--- config.mk ---
export PLATFORM = sky130hd
export DESIGN_NAME = sb_rx_fsm
export DESIGN_NICKNAME = d
export VERILOG_FILES = /design/src/rtl/sb_pkg.sv /design/src/rtl/sb_rx_pattern_det.sv /design/src/rtl/sb_rx_fsm.sv
export SDC_FILE = /design/constraint.sdc
export NUM_CORES = 1
export LEC_CHECK = 0
export CORE_MARGIN = 2
export CORE_UTILIZATION = 47
export CTS_CLUSTER_DIAMETER = 40
export DETAILED_ROUTE_END_ITERATION = 7
export GPL_TIMING_DRIVEN = 0
export HOLD_SLACK_MARGIN = 0.12
export PLACE_DENSITY_LB_ADDON = 0.05
export SYNTH_ARGS = -nofsm -noshare
export SYNTH_HDL_FRONTEND = slang
export SYNTH_SLANG_ARGS = --single-unit
--- constraint.sdc ---
create_clock -name i_clk -period 3.2 [get_ports i_clk]
set_clock_uncertainty 0.15 [all_clocks]
set_input_delay 0.96 -clock i_clk [delete_from_list [all_inputs] [get_ports i_clk]]
set_output_delay 0.96 -clock i_clk [all_outputs]
set_load 0.01 [all_outputs]
--- src/rtl/sb_pkg.sv ---
// Shared types and constants for the sideband receive path: FSM states,
// recognised opcodes, header field positions and the message parity rule.
package sb_pkg;

    typedef enum logic [1:0] {
        IDLE        = 2'd0,
        PATTERN_DET = 2'd1,
        WAIT_DATA   = 2'd2,
        HOLD        = 2'd3
    } sb_rx_state_e;

    localparam logic [4:0] MSG_NO_DATA   = 5'b10010;
    localparam logic [4:0] MSG_WITH_DATA = 5'b11011;

    localparam int OPC_LSB = 0;
    localparam int OPC_MSB = 4;
    localparam int CP_BIT  = 62;
    localparam int DP_BIT  = 63;

    // CP covers header bits below it; DP covers the data word, or is 0 when there is none.
    function automatic logic parity_ok(input logic [63:0] hdr,
                                       input logic [63:0] data,
                                       input logic        has_data);
        logic exp_cp;
        logic exp_dp;
        exp_cp = ^hdr[CP_BIT-1:0];
        exp_dp = has_data ? ^data : 1'b0;
        return (hdr[CP_BIT] == exp_cp) && (hdr[DP_BIT] == exp_dp);
    endfunction

endpackage

--- src/rtl/sb_rx_pattern_det.sv ---
// Init-pattern matcher: counts consecutive PATTERN words while enabled and
// emits a registered one-cycle detection pulse once MATCH_CNT are seen.
module sb_rx_pattern_det #(
    parameter int                DATA_W    = 64,
    parameter int                MATCH_CNT = 2,
    parameter logic [DATA_W-1:0] PATTERN   = 64'hAAAA_AAAA_AAAA_AAAA
) (
    input  logic              i_clk,
    input  logic              i_rst_n,
    input  logic              i_en,
    input  logic              i_word_valid,
    input  logic [DATA_W-1:0] i_word,
    output logic              o_hit,
    output logic              o_detected
);

    localparam int CNT_W = $clog2(MATCH_CNT + 1);

    logic [CNT_W-1:0] cnt_q, cnt_d;
    logic             hit;
    logic             det_q;

    always_comb begin
        cnt_d = cnt_q;
        hit   = 1'b0;
        if (!i_en) begin
            cnt_d = '0;
        end else if (i_word_valid) begin
            if (i_word == PATTERN) begin
                if (cnt_q == CNT_W'(MATCH_CNT - 1)) begin
                    cnt_d = '0;
                    hit   = 1'b1;
                end else begin
                    cnt_d = cnt_q + CNT_W'(1);
                end
            end else begin
                cnt_d = '0;
            end
        end
    end

    always_ff @(posedge i_clk) begin
        if (!i_rst_n) begin
            cnt_q <= '0;
            det_q <= 1'b0;
        end else begin
            cnt_q <= cnt_d;
            det_q <= hit;
        end
    end

    assign o_hit      = hit;
    assign o_detected = det_q;

endmodule

--- src/rtl/sb_rx_fsm.sv ---
// Sideband RX controller: assembles header(+data) messages, hands them off with
// valid/ack, detects the init pattern. Parity check enabled by SB_RX_PARITY_CHK_EN.
//
// Handshake: o_msg_valid stays high while a message is held; the consumer
// pulses i_msg_ack for one cycle and o_msg_valid falls on the following cycle.
module sb_rx_fsm
    import sb_pkg::*;
#(
    parameter int                DATA_W            = 64,
    parameter int                PATTERN_MATCH_CNT = 2,
    parameter logic [DATA_W-1:0] PATTERN_WORD      = 64'hAAAA_AAAA_AAAA_AAAA
) (
    input  logic              i_clk,
    input  logic              i_rst_n,
    input  logic              i_pattern_detect_en,
    input  logic              i_word_valid,
    input  logic [DATA_W-1:0] i_word,
    input  logic              i_msg_ack,
    output logic [DATA_W-1:0] o_header,
    output logic [DATA_W-1:0] o_data,
    output logic              o_has_data,
    output logic              o_msg_valid,
    output logic              o_pattern_detected,
    output logic              o_overrun,
    output logic              o_unsupported,
    output logic              o_parity_err,
    output logic              o_busy,
    output sb_rx_state_e      o_dbg_state
);

    sb_rx_state_e      state_q, state_d;
    logic [DATA_W-1:0] hdr_q, hdr_d;
    logic [DATA_W-1:0] data_q, data_d;
    logic              has_data_q, has_data_d;
    logic              ovr_q, ovr_d;
    logic              unsup_q, unsup_d;
    logic              par_q, par_d;
    logic              pat_hit;

    sb_rx_pattern_det #(
        .DATA_W   (DATA_W),
        .MATCH_CNT(PATTERN_MATCH_CNT),
        .PATTERN  (PATTERN_WORD)
    ) u_pattern_det (
        .i_clk       (i_clk),
        .i_rst_n     (i_rst_n),
        .i_en        ((state_q == PATTERN_DET) && i_pattern_detect_en),
        .i_word_valid(i_word_valid),
        .i_word      (i_word),
        .o_hit       (pat_hit),
        .o_detected  (o_pattern_detected)
    );

    always_comb begin
        state_d    = state_q;
        hdr_d      = hdr_q;
        data_d     = data_q;
        has_data_d = has_data_q;
        ovr_d      = 1'b0;
        unsup_d    = 1'b0;
        par_d      = 1'b0;
        case (state_q)
            IDLE: begin
                // A detect request wins over a word arriving in the same cycle.
                if (i_pattern_detect_en) begin
                    state_d = PATTERN_DET;
                end else if (i_word_valid) begin
                    hdr_d      = i_word;
                    has_data_d = 1'b0;
                    if (i_word[OPC_MSB:OPC_LSB] == MSG_NO_DATA) begin
                        data_d = '0;
`ifdef SB_RX_PARITY_CHK_EN
                        if (parity_ok(i_word, '0, 1'b0)) state_d = HOLD;
                        else                             par_d   = 1'b1;
`else
                        state_d = HOLD;
`endif
                    end else if (i_word[OPC_MSB:OPC_LSB] == MSG_WITH_DATA) begin
                        state_d = WAIT_DATA;
                    end else begin
                        unsup_d = 1'b1;
                    end
                end
            end
            PATTERN_DET: begin
                if (!i_pattern_detect_en || pat_hit) state_d = IDLE;
            end
            WAIT_DATA: begin
                if (i_word_valid) begin
                    data_d     = i_word;
                    has_data_d = 1'b1;
`ifdef SB_RX_PARITY_CHK_EN
                    if (parity_ok(hdr_q, i_word, 1'b1)) begin
                        state_d = HOLD;
                    end else begin
                        par_d   = 1'b1;
                        state_d = IDLE;
                    end
`else
                    state_d = HOLD;
`endif
                end
            end
            HOLD: begin
                if (i_word_valid) ovr_d   = 1'b1;
                if (i_msg_ack)    state_d = IDLE;
            end
            default: state_d = IDLE;
        endcase
    end

    always_ff @(posedge i_clk) begin
        if (!i_rst_n) begin
            state_q    <= IDLE;
            hdr_q      <= '0;
            data_q     <= '0;
            has_data_q <= 1'b0;
            ovr_q      <= 1'b0;
            unsup_q    <= 1'b0;
            par_q      <= 1'b0;
        end else begin
            state_q    <= state_d;
            hdr_q      <= hdr_d;
            data_q     <= data_d;
            has_data_q <= has_data_d;
            ovr_q      <= ovr_d;
            unsup_q    <= unsup_d;
            par_q      <= par_d;
        end
    end

    assign o_header      = hdr_q;
    assign o_data        = data_q;
    assign o_has_data    = has_data_q;
    assign o_msg_valid   = (state_q == HOLD);
    assign o_busy        = (state_q == WAIT_DATA) || (state_q == HOLD);
    assign o_overrun     = ovr_q;
    assign o_unsupported = unsup_q;
    assign o_dbg_state   = state_q;
`ifdef SB_RX_PARITY_CHK_EN
    assign o_parity_err  = par_q;
`else
    assign o_parity_err  = 1'b0;
`endif

endmodule
==> results.toml, run 1 <==
[place]
dp_hpwl_microns = 12700
gp_congestion = 0.832
port_buffers = 203
dpl_cell_area_sq_um = 7640
dp_cells = 975

[floorplanning]
die_h_microns = 112
rows = 39
start_util_pct = 47.8
die_area_sq_um = 12400
coreArea_sq_um = 11400
pin_count = 206
dieWidth_microns = 112

[worst_setup_path]
worst_r2r_path_depth = 6
required_ns = 3.38
cp_num_buf_inv = 3
cp.arrival_ns = 3.08
reg2reg_from = "o_dbg_state[1]$_SDFFE_PN0P_"
critical_path_class = "primary input to flip-flop"
endpoint_kind = "flip-flop"
crit_path_start_kind = "primary input"
worst-r2r-setup-slack_ns = 1.01
crit_path_cell_trace = "clkdlybuf4s50_1 > nand2b_1 > nor2_1 > nand2_1 > clkbuf_1 > clkbuf_1 > nand2_1 > a21boi_0"
cpPeakStageDelay_ns = 0.56
worstReg2RegEnd = "o_data[33]$_SDFFE_PN0P_"
critPathMaxFanout = 10
slowest_stage = "clkdlybuf4s50_1"
path_delay_family = "buffers and inverters"

[yosys]
syn_avg_cell_area_sq_um = 8.64
seq_area_frac_synth_pct = 50.1
synth_seq_cells = 136
synth_area_sq_um = 5430
synth_top_cell_by_area = "dfxtp_1"
synth_fp_nets = 698
yosysWarnings = 0
yosys.area.top_type_share_pct = 50.1
ys_types = 35
netlist_instances = 629
synth.area.top_cells = "dfxtp_1, nand2_1, a21boi_0"

[clocking]
cts_resized = 0
clk_pin_slew_worst_paths_ns = 0.06
post_cts_buffers = 0
clk_latency_ns = 0.41
cts_max_path_buffers = 2
cts.sinks = 136
hold_buffers = 0
cts_tree = "built"
cts_made_buffers = 17
htree_levels = 4
cts_root_buf = "clkbuf_16"

[min_path]
hold_path_end = "o_data[51]$_SDFFE_PN0P_"
holdCritPathClass = "flip-flop to flip-flop"
whs_path_depth = 2
min_from = "o_data[51]$_SDFFE_PN0P_"

[global_routing]
antenna_found_initial = 0
grt_max_degree = 17
grt_pass1_vias = 5263
grt_pass1_wl_microns = 26700
overflow = 0
grt.total_usage_pct = 27.1

[timing]
tightest_slew_ns = 0.616
slew_headroom_pct = 58.4
whs_ns = 0.298
rsz0062_at_grt = "false"
period_share_pct = 90.6
fmax_mhz = 345
maxSlewViolCount = 0
hold_violations = 0
period_needed_ns = 2.90
final-setup-viol-count = 0

[detailed_routing]
via_count = 5285
wl_microns = 17000
route.detailed.wl_per_inst_microns = 16.9
via_per_inst = 5.25
final_antenna_net_count = 0
route.detailed.drc = 0
drtPass1Iterations = 5
drt_iter0_markers = 342

[power]
powerDensity_nw_per_um2 = 516
total_power_uw = 4280
power_leakage_uw = 0.00288
irDropWorstVdd_mv = 0.485

[layout]
design_area_sq_um = 8290
regArea_sq_um = 2720
num-nets-final = 920
syn2layout_area_growth_pct = 52.7
n_antenna_cell = 0
fill_cells = 912
drive_above_1_share_pct = 6.60
fin_cells = 1007
multi_input_area_sq_um = 2420

[job]
drv_cap = 0

[run_status]
run_status = "completed"
## power breakdown
part           total (uW)  internal (uW)  switching [uW]
clock                2100           1380             716
sequential           1770           1740            26.6
combinational         410            215             195
## cell type report
cell class	count	area share [%]
Tap cell	143	2.16
Timing Repair Buffer	203	24.5
Sequential cell	136	32.8
Inverter	1	0.0453
Clock buffer	21	5.79
Multi-Input combinational cell	441	29.2
Clock inverter	11	2.04
Buffer	51	3.38
## cells in the mapped netlist
master	number
a31oi_4	1
nor2b_2	1
buf_1	3
a31oi_1	1
and3b_1	1
nor2b_1	10
nand2b_1	3
buf_4	5
nor2_1	6
a21boi_1	57
nand2_1	195
nand3_1	57
buf_6	8
nand4_1	4
o21ai_0	2
dfxtp_1	136
nor4b_1	2
a21boi_0	64
inv_1	1
clkbuf_1	27
o22ai_1	1
a31o_2	1
and2_1	3
nor3_1	1
nor3_2	1
a21oi_1	2
conb_1	1
a22oi_1	8
and3_1	2
a22o_1	1
buf_2	8
o21a_1	1
and4b_1	2
nor4_1	1
nor4bb_1	12
## worst max-delay path by stage
stage | start | end | slack (ns) | depth (start not counted)
floorplan | i_pattern_detect_en | o_data[43]$_SDFFE_PN0P_ | 0.92 | 7
global placement | i_word[33] | o_dbg_state[0]$_SDFFE_PN0P_ | -0.01 | 6
detailed placement | i_word_valid | o_header[24]$_SDFFE_PN0P_ | -0.08 | 8
CTS | i_word_valid | o_header[31]$_SDFFE_PN0P_ | 0.32 | 8
global route | i_word_valid | o_header[32]$_SDFFE_PN0P_ | 0.06 | 8
finish | i_word_valid | o_header[31]$_SDFFE_PN0P_ | 0.30 | 8
## worst reg2reg max path, cell delays in order, from the launching register on
cell and delay, ns:
dfxtp_1 0.33, buf_4 0.16, nor2b_2 0.25, clkbuf_1 0.50, clkbuf_1 0.39, nand3_1 0.17, a21boi_1 0.17
## placed cells by master (no fill, tap or decap), types with 5 or more instances in the layout
| cell | synthesis | final |
|---|---|---|
| clkdlybuf4s50_1 | 0 | 203 |
| a21boi_0 | 64 | 64 |
| a22oi_1 | 8 | 8 |
| clkbuf_16 | 0 | 17 |
| buf_4 | 5 | 5 |
| buf_2 | 8 | 8 |
| nor2_1 | 6 | 6 |
| nor2b_1 | 10 | 10 |
| a21boi_1 | 57 | 57 |
| buf_6 | 8 | 8 |
| dfxtp_1 | 136 | 136 |
| nand3_1 | 57 | 57 |
| nor4bb_1 | 12 | 12 |
| clkbuf_1 | 27 | 27 |
| nand2_1 | 195 | 195 |
## state kept, by name (all words and copies together), names as in the netlist
register                  cells
o_data                       64
o_dbg_state                   2
o_has_data                    1
o_header                     64
o_overrun                     1
o_unsupported                 1
u_pattern_det.cnt_q           2
u_pattern_det.o_detected      1
## kinds of logic (layout without fill, tap and decap cells)
logic type,Yosys count,after routing,synth area share [%]
AND/OR/NAND/NOR,301,301,25.3
flip-flops,136,136,50.1
buffers and inverters,52,287,5.23
other,1,1,0.0690
AO/OA/AOI/OAI,139,139,19.3
## stage by stage
| stage | utilization [%] | setup slack [ns] | TNS (ns) |
|---|---|---|---|
| after CTS | 72.9 | 0.318 | 0 |
| after detailed placement | 67.2 | -0.0809 | -1.03 |
| after global placement | 67.2 | -0.0104 | -0.0104 |
| final | 72.9 | 0.301 | 0 |
| after floorplan | - | 0.923 | 0 |
| after global routing | 72.9 | 0.0552 | 0 |
## per-layer routing
metal,global-route usage [%],vias up,routed length [microns]
met5,0,-,0
met4,8.64,0,230
met3,9.96,19,1330
met2,45.6,181,8150
met1,32.4,2512,7270
li1,-,2573,-
Power figures use the tool's default switching activity.
==> inputs of run 2 (changes only) <==
--- a/config.mk
+++ b/config.mk
@@ -12,6 +12,7 @@
 export GPL_TIMING_DRIVEN = 0
 export HOLD_SLACK_MARGIN = 0.12
 export PLACE_DENSITY_LB_ADDON = 0.05
+export SLEW_MARGIN = 10
 export SYNTH_ARGS = -nofsm -noshare
 export SYNTH_HDL_FRONTEND = slang
 export SYNTH_SLANG_ARGS = --single-unit
==> results of run 2 <==
No change in the layout: final DEF, timing and power equal those of run 1.
